[src/rtl/mem_arbiter.sv]
// mem_arbiter: two-master arbiter in front of a single-ported RAM.
//
// Master 0 is the CPU data port and master 1 is the loader/DMA port. Each
// master raises mX_req and holds its qualifiers until it sees mX_ack. An
// access takes exactly one GNT cycle. Requests at or above RAM_BYTES are
// acknowledged with mX_err and do not reach the RAM. Master 1 can take
// exclusive ownership with m1_lock. While it holds the lock, master 0 is
// never granted.
//
// Ports
//   clk, rst                          clock, asynchronous active-high reset
//   m0_req/we/addr/sel/wdata          master 0 request and qualifiers
//   m0_ack/err/rdata                  master 0 completion, error, read data
//   m1_req/we/addr/sel/wdata/lock     master 1 request, qualifiers and lock
//   m1_ack/err/rdata                  master 1 completion, error, read data
//   ram_en/we/addr/sel/wdata          RAM control and write data
//   ram_rdata                         RAM combinational read data
//   locked                            master 1 currently holds exclusive ownership
module mem_arbiter #(
    parameter int RAM_BYTES = 4096
) (
    input  logic        clk,
    input  logic        rst,
    input  logic        m0_req,
    input  logic        m0_we,
    input  logic [31:0] m0_addr,
    input  logic [3:0]  m0_sel,
    input  logic [31:0] m0_wdata,
    output logic        m0_ack,
    output logic        m0_err,
    output logic [31:0] m0_rdata,
    input  logic        m1_req,
    input  logic        m1_we,
    input  logic [31:0] m1_addr,
    input  logic [3:0]  m1_sel,
    input  logic [31:0] m1_wdata,
    input  logic        m1_lock,
    output logic        m1_ack,
    output logic        m1_err,
    output logic [31:0] m1_rdata,
    output logic        ram_en,
    output logic        ram_we,
    output logic [31:0] ram_addr,
    output logic [3:0]  ram_sel,
    output logic [31:0] ram_wdata,
    input  logic [31:0] ram_rdata,
    output logic        locked
);

    localparam logic [31:0] RAM_LIMIT = 32'(RAM_BYTES);

    typedef enum logic [1:0] {IDLE, GNT0, GNT1} state_t;

    state_t state, state_next;
    logic   locked_next;
    logic   m0_oor, m1_oor;

    assign m0_oor = (m0_addr >= RAM_LIMIT);
    assign m1_oor = (m1_addr >= RAM_LIMIT);

    // The lock follows m1_lock once master 1 has had a grant, and it stays
    // live until master 1 drops m1_lock. A stray m1_lock seen outside that
    // window does nothing.
    assign locked_next = ((state == GNT1) || locked) ? m1_lock : 1'b0;

    always_ff @(posedge clk or posedge rst) begin
        if (rst) begin
            state  <= IDLE;
            locked <= 1'b0;
        end else begin
            state  <= state_next;
            locked <= locked_next;
        end
    end

    // In GNTx the next state ignores master x's request. That request is
    // still high while it is being acked, so the other master gets the next
    // slot. If the other master is not requesting, the arbiter passes through
    // an IDLE bubble.
    always_comb begin
        state_next = IDLE;
        case (state)
            IDLE: begin
                if (locked)      state_next = m1_req ? GNT1 : IDLE;
                else if (m0_req) state_next = GNT0;
                else if (m1_req) state_next = GNT1;
            end
            GNT0:    state_next = m1_req ? GNT1 : IDLE;
            GNT1:    state_next = (m0_req && !locked_next) ? GNT0 : IDLE;
            default: state_next = IDLE;
        endcase
    end

    // Outputs decode only from the registered state. For this reason an
    // asynchronous reset removes the RAM strobes at once.
    always_comb begin
        m0_ack    = 1'b0;
        m0_err    = 1'b0;
        m0_rdata  = '0;
        m1_ack    = 1'b0;
        m1_err    = 1'b0;
        m1_rdata  = '0;
        ram_en    = 1'b0;
        ram_we    = 1'b0;
        ram_addr  = '0;
        ram_sel   = '0;
        ram_wdata = '0;
        case (state)
            GNT0: begin
                m0_ack = 1'b1;
                if (m0_oor) begin
                    m0_err = 1'b1;
                end else begin
                    ram_en    = 1'b1;
                    ram_we    = m0_we;
                    ram_addr  = m0_addr;
                    ram_sel   = m0_sel;
                    ram_wdata = m0_wdata;
                    m0_rdata  = m0_we ? 32'h0 : ram_rdata;
                end
            end
            GNT1: begin
                m1_ack = 1'b1;
                if (m1_oor) begin
                    m1_err = 1'b1;
                end else begin
                    ram_en    = 1'b1;
                    ram_we    = m1_we;
                    ram_addr  = m1_addr;
                    ram_sel   = m1_sel;
                    ram_wdata = m1_wdata;
                    m1_rdata  = m1_we ? 32'h0 : ram_rdata;
                end
            end
            default: ;
        endcase
    end

endmodule

[config.mk]
export PLATFORM = sky130hd
export DESIGN_NAME = mem_arbiter
export DESIGN_NICKNAME = d
export VERILOG_FILES = /design/src/rtl/mem_arbiter.sv
export SDC_FILE = /design/constraint.sdc
export NUM_CORES = 1
export LEC_CHECK = 0
export CORE_AREA = 2 2 121 123
export DETAILED_ROUTE_END_ITERATION = 8
export DIE_AREA = 0 0 123 125
export PLACE_DENSITY = 0.53
export SLEW_MARGIN = 20
export SYNTH_ARGS = -nofsm -noshare
export SYNTH_HDL_FRONTEND = slang
export SYNTH_SLANG_ARGS = --single-unit
[constraint.sdc]
create_clock -name clk -period 4.8 [get_ports clk]
set_clock_uncertainty 0.15 [all_clocks]
set_input_delay 0.48 -clock clk [delete_from_list [all_inputs] [get_ports clk]]
set_output_delay 0.48 -clock clk [all_outputs]
set_load 0.01 [all_outputs]
==> metrics <==
Final Wtd Congestion=roughly 0.8; Int Pwr=0.400 mW; Metal-1 WL=4740 um; Residual DRC=0; Worst Setup Start Kind=input pin; FF+latch area=75.1 um^2; synthesis-stage register bit count=3; Die Y-Extent=125 um; power density over cell area=130 nW/um^2; routed wl met2=6550 um; Fin Setup TNS=0 ns; CTS tree=done; GRT Util Overall=0.154; Max-cap violations=0; Peak Freq=about 240 MHz; Worst Tran Pin Value=a little under 0.6 ns; DR WL met3=approximately 1300 um; Cell variety after synth=25; initial antenna violation count=0; min cycle time layout=between 4 and 5 ns; Worst Path Arrival=between 3 and 4 ns; Worst-Skew Late Latency=between 0.2 and 0.25 ns; Yosys top cell area share=0.292; footprint of the multi-input gates=1720 um^2; unrepaired setup endpoints after global routing=false; YS warnings=0; Setup WS pre-CTS=0.561 ns; Clock Path Buffers=2; final std cells w/o fill=761; first-pass GRT wire length=about 19000 um; Placed Cells incl. Taps=around 760; vias in the first global route=3538; Worst Slack Setup Final=0.660 ns; Slew Limit Fails=0; Slew Limit Headroom=0.609; Crit path top cell by count=clkdlybuf4s50_1; CP max stage delay=0.62 ns; Fin Hold WS=about 0.28 ns; diode count=0; reg2reg setup slack=2.79 ns; largest cells by area after synthesis=nand4_1 29%, and2_1 19%, a21boi_0 19%; post-synth top area cell=nand4_1; final wirelength=12800 um; CP Max Fanout=34; Clock Power Share=0.195; P_leak=about 1.7 nW; EDFF count, synth=0; number of instances resized during post-cts repair=0; io pins=314; NetSw=0.270 mW; total gr overflow=0; router iterations before antenna repair=4; fillcell total=about 1500; WS Path Type=input pin to primary output; status=completed; Core Box Area=14200 um^2; Comb pwr share=0.745; layout cells sized above 1=0.0364; CP Cell Sequence=clkdlybuf4s50_1, nor4_1, and3_2, buf_4, nand4_1, a21boi_0, clkdlybuf4s50_1; fin nets=approximately 760; die area=15400 um^2; Post-synth ARST share=1.00; Crit path required time=4.17 ns; via count=approximately 3500; sw frac=0.403; Top Metal Used=met4; post-CTS setup buffer count=0; share of power burned in registers=0.061; starting density of the core=0.148; cell family with the largest share of critical-path delay=buffers and inverters; standard-cell rows=44; clk sinks=3; port buffer count=slightly below 300; CTS buffer count=3; final setup vio count=0; final hold violations=0; Wirelength per Cell=16.8 um; ys flop type=dfrtp_1; DP Area=5070 um^2; vias per cell=~4.5; Core Util, Final=0.362; Power Total=0.670 mW; count leader, synth=nand4_1; largest net degree at the start of global routing=54; Mapped Cells=roughly 320; Worst Hold Class=input pin to asynchronous set/reset pin; Clk pin slew, worst setup/hold paths=0.03 ns; synth cell count leaders=98 x nand4_1, 64 x and2_1, 52 x a21boi_0; Max VDD drop=roughly 0.19 mV; Mapped Avg Cell Area=6.62 um^2; Post-Syn Area=2100 um^2; CTS root buf=clkbuf_16; Design Area, Final=5140 um^2; Crit. End Element=primary output; hpwl dp=10200 um; DRT iter0 DRCs=~170; CP max-delay cell=clkdlybuf4s50_1; die width=123 um; CP bufs+invs=3; Seq/Total Area, Yosys=0.0358; # hold bufs at CTS=0; period utilization=0.862; H-tree depth=1; post-route antenna net violation count=0; area grow syn2layout=145%
## power groups by stage
stage	logic, mW	registers [mW]	clock network [mW]
floorplan	0.268	0.0406	0
global placement	0.497	0.0404	0
detailed placement	0.505	0.0413	0
CTS	0.506	0.0411	0.133
global route	0.540	0.0420	0.137
finish	0.499	0.0407	0.131
## path summary, 6_finish.rpt
| check | start | to | depth (start not counted) |
|---|---|---|---|
| hold reg to reg | locked | locked | 2 |
| setup / recovery | m1_addr[25] | ram_wdata[18] | 7 |
| hold / removal | rst | locked | 2 |
| min in group clk | locked | locked | 2 |
| max in group asynchronous | rst | state[0] | 2 |
| setup reg to reg | state[0] | state[0] | 5 |
## sequential cells by signal (all words and copies together) (netlist names)
name,count
state,2
locked,1
## cells by family (layout without fill, tap and decap cells)
| logic type | Yosys count | after routing | synth area share |
|---|---|---|---|
| and+or+nand+nor | 185 | 185 | 0.563 |
| buffers and inverters | 70 | 311 | 0.183 |
| AOI/OAI and AO/OA | 54 | 54 | 0.192 |
| adders and majority gates | 4 | 4 | 0.0239 |
| DFF | 3 | 3 | 0.0358 |
| other | 1 | 20 | 0.00179 |
## per-layer routing
| layer | vias to the layer above | global-route usage |
|---|---|---|
| met2 | 197 | 0.296 |
| li1 | 1667 | - |
| met5 | - | 0 |
| met1 | 1575 | 0.163 |
| met3 | 14 | 0.0392 |
| met4 | 0 | 0.0348 |
## worst register-to-register path, delay by kind of cell, from the launching register on
family          cells  cell delay (ns)
buf+inv             2             0.52
fa+ha+maj           1             0.50
flops               1             0.39
simple gates        1             0.20
compound gates      1             0.16
## cell type report
cell class              instances  area share
repair buffers                302       0.588
multi-input cells             263       0.334
well taps                     184      0.0447
clock buffers                   4      0.0153
flip-flops and latches          3      0.0146
inverters                       5     0.00365
## cell usage in the layout, fill, tap and decap left out, drive strengths merged
cell           netlist  final
a21boi              52     52
a21oi                1      1
a22oi                1      1
and2                64     64
and3                 2      2
and4b                2      2
buf                 40      9
clkbuf              25      4
clkdlybuf4s50        0    293
conb                 1     20
dfrtp                3      3
ha                   4      4
inv                  5      5
nand2                1      1
nand3                2      2
nand4               98     98
nor2                 4      4
nor3b                2      2
nor4                 6      6
or4                  4      4
(Power assumes the default switching activity.)
